<file path="src/rtl/multicycle_controller.sv">
// Multicycle MIPS control FSM: sequences a shared-ALU/shared-memory datapath,
// stalls on mem_ready, flags illegal instructions and counts retirements.
module multicycle_controller #(
    parameter int unsigned COUNT_W = 32
) (
    input  logic               clk,
    input  logic               rst_n,
    input  logic [5:0]         op_code,
    input  logic [5:0]         funct,
    input  logic               zero,
    input  logic               mem_ready,
    output logic               iord,
    output logic               mem_w,
    output logic               ir_w,
    output logic               reg_dest,
    output logic               mem_to_reg,
    output logic               reg_w,
    output logic               alu_src_a,
    output logic [1:0]         alu_src_b,
    output logic [2:0]         alu_control,
    output logic [1:0]         pc_src,
    output logic               pc_en,
    output logic               illegal_op,
    output logic [COUNT_W-1:0] retired
);

    localparam logic [5:0] OP_R    = 6'b000000;
    localparam logic [5:0] OP_LW   = 6'b100011;
    localparam logic [5:0] OP_SW   = 6'b101011;
    localparam logic [5:0] OP_BEQ  = 6'b000100;
    localparam logic [5:0] OP_ADDI = 6'b001000;
    localparam logic [5:0] OP_J    = 6'b000010;

    localparam logic [5:0] F_ADD = 6'b100000;
    localparam logic [5:0] F_SUB = 6'b100010;
    localparam logic [5:0] F_AND = 6'b100100;
    localparam logic [5:0] F_OR  = 6'b100101;
    localparam logic [5:0] F_SLT = 6'b101010;

    typedef enum logic [3:0] {
        S_RESET, S_FETCH, S_DECODE, S_MEMADR, S_MEMRD, S_MEMWB, S_MEMWR,
        S_EXECUTE, S_ALUWB, S_BEQ, S_ADDIEX, S_ADDIWB, S_JUMP
    } state_t;

    state_t state;
    logic   is_store;
    logic   decode_ok;

    always_comb begin
        decode_ok = 1'b0;
        unique case (op_code)
            OP_R: begin
                unique case (funct)
                    F_ADD, F_SUB, F_AND, F_OR, F_SLT: decode_ok = 1'b1;
                    default:                          decode_ok = 1'b0;
                endcase
            end
            OP_LW, OP_SW, OP_BEQ, OP_ADDI, OP_J: decode_ok = 1'b1;
            default:                             decode_ok = 1'b0;
        endcase
    end

    // lw/sw choice is latched in DECODE so op_code is ignored in MEMADR.
    always_ff @(posedge clk or negedge rst_n) begin
        if (!rst_n) begin
            state    <= S_RESET;
            is_store <= 1'b0;
            retired  <= '0;
        end else begin
            unique case (state)
                S_RESET:  state <= S_FETCH;
                S_FETCH:  if (mem_ready) state <= S_DECODE;
                S_DECODE: begin
                    is_store <= (op_code == OP_SW);
                    if (!decode_ok) state <= S_FETCH;
                    else begin
                        unique case (op_code)
                            OP_LW, OP_SW: state <= S_MEMADR;
                            OP_BEQ:       state <= S_BEQ;
                            OP_ADDI:      state <= S_ADDIEX;
                            OP_J:         state <= S_JUMP;
                            default:      state <= S_EXECUTE;
                        endcase
                    end
                end
                S_MEMADR:  state <= is_store ? S_MEMWR : S_MEMRD;
                S_MEMRD:   if (mem_ready) state <= S_MEMWB;
                S_MEMWR: begin
                    if (mem_ready) begin
                        state   <= S_FETCH;
                        retired <= retired + COUNT_W'(1);
                    end
                end
                S_EXECUTE: state <= S_ALUWB;
                S_ADDIEX:  state <= S_ADDIWB;
                S_MEMWB, S_ALUWB, S_BEQ, S_ADDIWB, S_JUMP: begin
                    state   <= S_FETCH;
                    retired <= retired + COUNT_W'(1);
                end
                default:   state <= S_FETCH;
            endcase
        end
    end

    always_comb begin
        iord        = 1'b0;
        mem_w       = 1'b0;
        ir_w        = 1'b0;
        reg_dest    = 1'b0;
        mem_to_reg  = 1'b0;
        reg_w       = 1'b0;
        alu_src_a   = 1'b0;
        alu_src_b   = 2'b00;
        alu_control = 3'b010;
        pc_src      = 2'b00;
        pc_en       = 1'b0;
        illegal_op  = 1'b0;
        unique case (state)
            S_RESET:  alu_control = 3'b000;
            S_FETCH: begin
                alu_src_b = 2'b01;
                ir_w      = mem_ready;
                pc_en     = mem_ready;
            end
            S_DECODE: begin
                alu_src_b  = 2'b11;
                illegal_op = ~decode_ok;
            end
            S_MEMADR: begin
                alu_src_a = 1'b1;
                alu_src_b = 2'b10;
            end
            S_MEMRD:  iord = 1'b1;
            S_MEMWB: begin
                mem_to_reg = 1'b1;
                reg_w      = 1'b1;
            end
            S_MEMWR: begin
                iord  = 1'b1;
                mem_w = 1'b1;
            end
            S_EXECUTE: begin
                alu_src_a = 1'b1;
                unique case (funct)
                    F_SUB:   alu_control = 3'b110;
                    F_AND:   alu_control = 3'b000;
                    F_OR:    alu_control = 3'b001;
                    F_SLT:   alu_control = 3'b111;
                    default: alu_control = 3'b010;
                endcase
            end
            S_ALUWB: begin
                reg_dest = 1'b1;
                reg_w    = 1'b1;
            end
            S_BEQ: begin
                alu_src_a   = 1'b1;
                alu_control = 3'b110;
                pc_src      = 2'b01;
                pc_en       = zero;
            end
            S_ADDIEX: begin
                alu_src_a = 1'b1;
                alu_src_b = 2'b10;
            end
            S_ADDIWB: reg_w = 1'b1;
            S_JUMP: begin
                pc_src = 2'b10;
                pc_en  = 1'b1;
            end
            default: ;
        endcase
    end

endmodule

</file>
<file path="config.mk">
export PLATFORM = sky130hd
export DESIGN_NAME = multicycle_controller
export DESIGN_NICKNAME = d
export VERILOG_FILES = /design/src/rtl/multicycle_controller.sv
export SDC_FILE = /design/constraint.sdc
export NUM_CORES = 1
export LEC_CHECK = 0
export CAP_MARGIN = 0
export CELL_PAD_IN_SITES_DETAIL_PLACEMENT = 0
export CELL_PAD_IN_SITES_GLOBAL_PLACEMENT = 1
export CORE_MARGIN = 5
export CORE_UTILIZATION = 40
export CTS_CLUSTER_SIZE = 16
export DETAILED_ROUTE_END_ITERATION = 12
export PLACE_DENSITY_LB_ADDON = 0.1
export SLEW_MARGIN = 10
export SYNTH_ARGS = -nofsm -noshare
export SYNTH_HDL_FRONTEND = slang
export SYNTH_SLANG_ARGS = --single-unit
</file>
<file path="constraint.sdc">
create_clock -name clk -period 4.1 [get_ports clk]
set_input_delay 0.82 -clock clk [delete_from_list [all_inputs] [get_ports clk]]
set_output_delay 0.82 -clock clk [all_outputs]
set_load 0.05 [all_outputs]
</file>
# Yosys cells after proc, flatten, opt, wreduce, memory -nomap -nowiden
# Index checks and enable logic that the tools add are counted.
# classes
add_sub_neg,1
eq_ne,25
n_mux,24
bitwise,1
n_reduce_logical,13
# ops
op,count
$pmux W32 S2,1
$eq A6 B6 Y1 const B,7
$add A32 B1 Y32 const B,1
$mux W32,1
$pmux W4 S7,1
$eq A4 B4 Y1 const B,5
$eq A4 B3 Y1 const B,4
$mux W4,4
$pmux W4 S4,1
$reduce_or A5 Y1,3
$pmux W3 S4,1
$mux W1,9
$pmux W3 S3,1
$eq A4 B2 Y1 const B,2
$eq A6 B2 Y1 const B,1
$eq A6 B3 Y1 const B,1
$eq A6 B4 Y1 const B,1
$logic_not A6 Y1,1
$ne A2 B2 Y1 const B,3
$pmux W2 S3,1
$reduce_or A2 Y1,3
$eq A4 B1 Y1 const B,1
$logic_not A4 Y1,1
$pmux W2 S2,1
9 further kinds,9
# totals
register_bits,37
out_inout_bits,48

# Longest topological paths before layout
# Gate-level depths: netlist (run 1).
# logic_depth
word_depth,6
ltp_mapped,6
ltp_nobuf,4

# Least setup slack after synthesis (run 1)
# Ideal clock, no wire load.
# synth_timing
path_type,in2out
from,in mem_ready
to,out pc_en
arrival_ns,2.431
t_required_ns,3.280
setup_slack_ns,0.849
path_stages,3
path_cell_list,nand2_1 > nor3_1 > a211o_1
# synth_via
elab_chain_len,1
# synth_rtl
element,line_no,text
"start, declared",11,"input logic mem_ready,"
$pmux W1 S3,118,unique case (state)
"end, declared",22,"output logic pc_en,"
# No other way between the ends.

# Worst setup path after layout (run 1)
# layout_timing
from,in op_code[1]
to,out illegal_op
# layout_via
elab_chain_len,5
word_cells_on_any_way,10
# layout_rtl
element,line_no,text
"start, declared",8,"input logic [5:0] op_code,"
$eq A6 B6 Y1 (tied with other cells),51,unique case (op_code)
$reduce_or A5 Y1,51,
$pmux W1 S2 *,51,
$not A1 Y1 *,127,illegal_op = ~decode_ok;
$mux W1 *,118,
"end, declared",23,"output logic illegal_op,"
# Mark *: on every way between the ends. The rest lies on a longest branch, timed or not.

==> results of run 1 <==
==> synth_stat cells (all sizes together) (3+ instances only) <==
cell	instances
or3	3
xnor2	4
a21oi	11
o21ai	4
nand2	19
nand4	7
and2	4
buf	9
o22ai	3
a211oi	11
xor2	30
a2111oi	16
nand3	11
nor2b	8
nor2	9
clkbuf	7
dfrtp	37
a22oi	3
nor3	5
and3	7
inv	7
and4	5
nand2b	3
==> power by group through the flow <==
stage | logic (mW) | registers (mW) | clock network, mW
floorplan | 0.563 | 0.763 | 0
global placement | 1.04 | 0.601 | 0
detailed placement | 1.05 | 0.603 | 0
CTS | 1.05 | 0.596 | 0.339
global route | 1.11 | 0.620 | 0.355
finish | 1.04 | 0.594 | 0.330
==> worst max-delay path, cell delays in order <==
cell             delay, ns
clkdlybuf4s50_1       0.55
or3_1                 0.42
or3_1                 0.31
o32ai_1               0.12
nor2_1                0.06
clkdlybuf4s50_1       0.70
==> sequential cells by signal, summed over array words and instances (netlist names) <==
register and count:
is_store 1, retired 32, state 4
==> per-layer routing <==
| metal | routed length [µm] | part of all wire (%) | up-vias | GRT usage (%) |
|---|---|---|---|---|
| met3 | 251 | 4.2 | 4 | 2.822 |
| met5 | 0 | 0 | - | 0 |
| met2 | 2686 | 45 | 47 | 23.97 |
| met4 | 31 | 0.52 | 0 | 3.347 |
| met1 | 3048 | 51 | 1016 | 25.47 |
| li1 | - | - | 1055 | - |
==> cells by family (layout without fill, tap and decap cells) <==
kind of cell    Yosys count  count (layout)  synth area share, %
simple gates             93              93                23.60
compound gates           61              61                20.12
flops                    37              37                38.38
xor+xnor                 34              34                12.34
buf+inv                  23              81                4.150
mux                       2               2               0.8817
fa+ha+maj                 1               1               0.5186
==> final cells by class <==
cell class              count  area, µm²
fillers                   542       2684
multi-input cells         191       1386
flip-flops and latches     37      925.9
repair buffers             66      653.1
well taps                  75      93.84
clock buffers               7      86.33
clock inverters             1      30.03
inverters                   7      26.28
==> worst paths after layout <==
| kind | startpoint | endpoint | slack, ns | depth (start not counted) |
|---|---|---|---|---|
| setup reg to reg | state[0] | retired[31] | 1.41 | 4 |
| max in group asynchronous | rst_n | retired[4] | 2.79 | 2 |
| min in group asynchronous | rst_n | state[1] | 0.97 | 2 |
| hold / removal | retired[31] | retired[31] | 0.48 | 1 |
| hold reg to reg | retired[31] | retired[31] | 0.48 | 1 |
| setup / recovery | op_code[1] | illegal_op | 0.30 | 6 |
==> impl_metrics.tcl, run 1 <==
set metrics [dict create \
    status "finished clean" \
    cp_max_fo 9 \
    slew_headroom_pct 21.91 \
    dp.cells 376 \
    worstSetupPathType "in2out" \
    grt_pass1_vias 2020 \
    arrival_ns 2.98 \
    synth.cell_area_um2 2412 \
    final_common_cell "clkdlybuf4s50_1" \
    dr.pass1.iters 4 \
    grt_pass1_wl_um 10220 \
    cts_buffers 5 \
    root_buffer "clkbuf_8" \
    cts_setup_buffers 0 \
    powerDensity_nw_per_um2 613.7 \
    cts_sinks 37 \
    portBuffers 63 \
    core-area_um2 5886 \
    fmax_ghz 0.2630 \
    gp_congestion 0.8133 \
    drtAntennaViolNets 0 \
    clkPwrFrac_pct 16.8 \
    ys_ff_latch 37 \
    min_path_type "reg2reg" \
    tritoncts "built" \
    track_usage_pct 16.45 \
    p_int_mw 1.001 \
    p_sw_share_pct 49.06 \
    syn_inst 251 \
    drt_iter0_markers 104 \
    p_leak_nw 1.096 \
    dieWidth_um 87.66 \
    die_y_um 87.66 \
    floorplan.initialDensity_pct 40.99 \
    seqPwrFrac_pct 30.2 \
    final_core_util_pct 54.40 \
    power_switching_mw 0.9640 \
    finalWirelength_um 6017 \
    fin_ws_ns 0.2981 \
    pre_cts_slack_ns 0.2928 \
    end_kind "primary output" \
    n_antenna_cell 0 \
    power_mw 1.965 \
    hold_buffers 0 \
    ir_drop_uv 421.4 \
    final_nets 325 \
    post-route-drc-count 0 \
    drt-wirelength-per-cell_um 15.67 \
    synth_edf_count 0 \
    synth_top_area_cell "dfrtp_1" \
    post_synth.cell_area_avg_um2 9.611 \
    worst_slew_pin_slew_ns 1.164 \
    hold_viol_final 0 \
    skew_ns 0.004838 \
    antenna_found_initial 0 \
    cts_buffer_depth 2 \
    synth.top_cell.area_share_pct 38.38 \
    dpl.hpwl_um 4264 \
    cts-resized-gates 0 \
    async_flop_share_pct 100.0 \
    worst_skew_pair.late_latency_ns 0.29 \
    stdcell_area_um2 3202 \
    viasPerCell 5.526 \
    final_cells 384 \
    synth_area_leaders "dfrtp_1 (38%), xor2_1 (11%), a2111oi_2 (3.7%), a211oi_1 (3.4%), a2111oi_0 (3.3%)" \
    htreeDepth 2 \
    yosysSeqAreaShare_pct 38.38 \
    io_pins 64 \
    vias 2122 \
    required_ns 3.28 \
    grt_overflow 0 \
    setup_viol 0 \
    setup_tns_ns 0 \
    cap_violations 0 \
    fin_crit_ns 3.802 \
    period_share_pct 92.73 \
    syn-num-nets 268 \
    area_growth_pct 32.73 \
    path_clk_slew_ns 0.08 \
    fp-row-count 28 \
    synthFlopType "dfrtp_1" \
    rsz0062_at_grt "no" \
    holdWs_ns 0.4768 \
    ys_types 52 \
    grt_max_degree 38 \
    start_kind "input pin" \
    dieArea_um2 7684 \
    drive_above_1_share_pct 7.767 \
    place_area_um2 3085 \
    p_comb_share_pct 53.0 \
    layout_common_cells "clkdlybuf4s50_1 (63), dfrtp_1 (37), xor2_1 (30), nand2_1 (19)" \
    slew_viol_final 0 \
    yosysWarnings 0 \
]
Note: power is estimated with default switching activity, not from simulation.
==> run 2: changes to the inputs <==
Settings changed: CORE_UTILIZATION 40 to 37.
Clock period 4.1 ns to 3.6 ns, I/O delays scaled along.
==> run 2 against run 1 <==
Against the previous run: largest cell class unchanged; final cell count grew 1.6%; design area grew 0.66%; sequential cell count unchanged; clock-buffer cell count is 1 lower; sequential share of layout area fell by 0.19 points; worst setup slack better by 0.0039 ns; critical endpoint is now alu_control[1].
==> impl_metrics.tcl, run 2 (synthesis gave the netlist of run 1 again) <==
set metrics [dict create \
    floorplan.initialDensity_pct 37.99 \
    ir_drop_uv 477.9 \
    final_common_cell "clkdlybuf4s50_1" \
    drt_iter0_markers 85 \
    worst_slew_pin_slew_ns 0.9532 \
    largest_reg_flops 32 \
    cts_setup_buffers 0 \
    cts_sinks 37 \
    start_kind "input pin" \
    die_y_um 90.75 \
    p_int_mw 1.143 \
    grt_pass1_wl_um 10410 \
    cp_max_fo 3 \
    dieWidth_um 90.75 \
    holdWs_ns 0.4724 \
    grt_pass1_vias 2086 \
    slew_headroom_pct 36.45 \
    drive_above_1_share_pct 10.86 \
    drtAntennaViolNets 0 \
    path_clk_slew_ns 0.08 \
    fin_crit_ns 3.298 \
    fp-row-count 29 \
    cts-resized-gates 0 \
    worst_skew_pair.late_latency_ns 0.29 \
    arrival_ns 2.58 \
    final_core_util_pct 50.76 \
    final_nets 329 \
    power_switching_mw 1.107 \
    p_comb_share_pct 53.2 \
    viasPerCell 5.421 \
    skew_ns 0.006037 \
    powerDensity_nw_per_um2 698.2 \
    tritoncts "built" \
    htreeDepth 2 \
    slew_viol_final 0 \
    seqPwrFrac_pct 29.9 \
    dieArea_um2 8235 \
    dr.pass1.iters 4 \
    clkPwrFrac_pct 17.0 \
    io_pins 64 \
    p_leak_nw 1.120 \
    setup_viol 0 \
    post-route-drc-count 0 \
    fmax_ghz 0.3032 \
    min_path_type "reg2reg" \
    n_antenna_cell 0 \
    dp.cells 382 \
    finalWirelength_um 6228 \
    p_sw_share_pct 49.20 \
    track_usage_pct 15.05 \
    gp_congestion 0.7323 \
    portBuffers 63 \
    layout_common_cells "clkdlybuf4s50_1 (58), dfrtp_1 (37), xor2_1 (30), nand2_1 (19)" \
    largestRegisters "retired x32, state x4, is_store x1" \
    end_kind "primary output" \
    rsz0062_at_grt "no" \
    vias 2114 \
    grt_max_degree 38 \
    antenna_found_initial 0 \
    core-area_um2 6350 \
    drt-wirelength-per-cell_um 15.97 \
    area_growth_pct 33.61 \
    worstSetupPathType "in2out" \
    status "finished clean" \
    fill_cells 606 \
    top_register "retired" \
    cap_violations 0 \
    final_cells 390 \
    cts_buffer_depth 2 \
    hold_buffers 0 \
    required_ns 2.88 \
    root_buffer "clkbuf_8" \
    hold_viol_final 0 \
    grt_overflow 0 \
    setup_tns_ns 0 \
    cts_buffers 5 \
    dpl.hpwl_um 4518 \
    period_share_pct 91.61 \
]
-- run 2: worst max-delay path, cell delays in order --
cell             delay (ns)
clkdlybuf4s50_1        0.44
nor2b_1                0.18
and3_1                 0.20
a21oi_1                0.06
or2_2                  0.27
clkdlybuf4s50_1        0.70
-- run 2: worst paths after layout --
| check | to | cells past startpoint | slack, ns | startpoint |
|---|---|---|---|---|
| setup / recovery | alu_control[1] | 6 | 0.30 | funct[5] |
| min in group asynchronous | retired[5] | 1 | 0.57 | rst_n |
| max in group asynchronous | state[3] | 1 | 2.44 | rst_n |
| setup reg to reg | retired[22] | 4 | 1.20 | state[0] |
| hold / removal | retired[31] | 1 | 0.47 | retired[31] |
| hold reg to reg | retired[31] | 1 | 0.47 | retired[31] |
-- run 2: metal layers --
metal	global-route usage (%)	vias to the layer above	part of all wire (%)
met5	0	-	0
met4	3.474	0	0.58
li1	-	1064	-
met1	21.58	1000	50
met2	23.00	46	45
met3	3.333	4	4.6
-- run 2: per-stage QoR --
stage | total power, mW | area (µm²) | setup WS, ns
6_report | 2.250 | 3223 | 0.3021
5_1_grt | 2.388 | 3223 | 0.1974
4_1_cts | 2.276 | 3223 | 0.3048
3_5_place_dp | 1.891 | 3103 | 0.3080
3_3_place_gp | 1.883 | 3103 | 0.3199
2_1_floorplan | 1.510 | 2412 | 0.5131
-- run 2: area by class of cell --
cell class              count  area, µm²  share of cell area (%)
inverters                   7      26.28                  0.8152
multi-input cells         191       1386                   43.01
flip-flops and latches     37      925.9                   28.73
clock inverters             2      37.54                   1.165
clock buffers               6      82.58                   2.562
well taps                  77      96.34                   2.989
repair buffers             70      668.1                   20.73
-- run 2: power by group through the flow --
| stage | sequential (mW) | clock, mW | combinational, mW |
|---|---|---|---|
| 6_report | 0.672 | 0.382 | 1.20 |
| 3_3_place_gp | 0.681 | 0 | 1.20 |
| 5_1_grt | 0.700 | 0.412 | 1.28 |
| 2_1_floorplan | 0.869 | 0 | 0.641 |
| 4_1_cts | 0.675 | 0.392 | 1.21 |
| 3_5_place_dp | 0.684 | 0 | 1.21 |
==> run 3: changes to the inputs <==
Settings changed: CTS_CLUSTER_DIAMETER set to 50.
==> results of run 3 <==
Same layout as run 2: the final DEF is identical, and so are final timing and power.
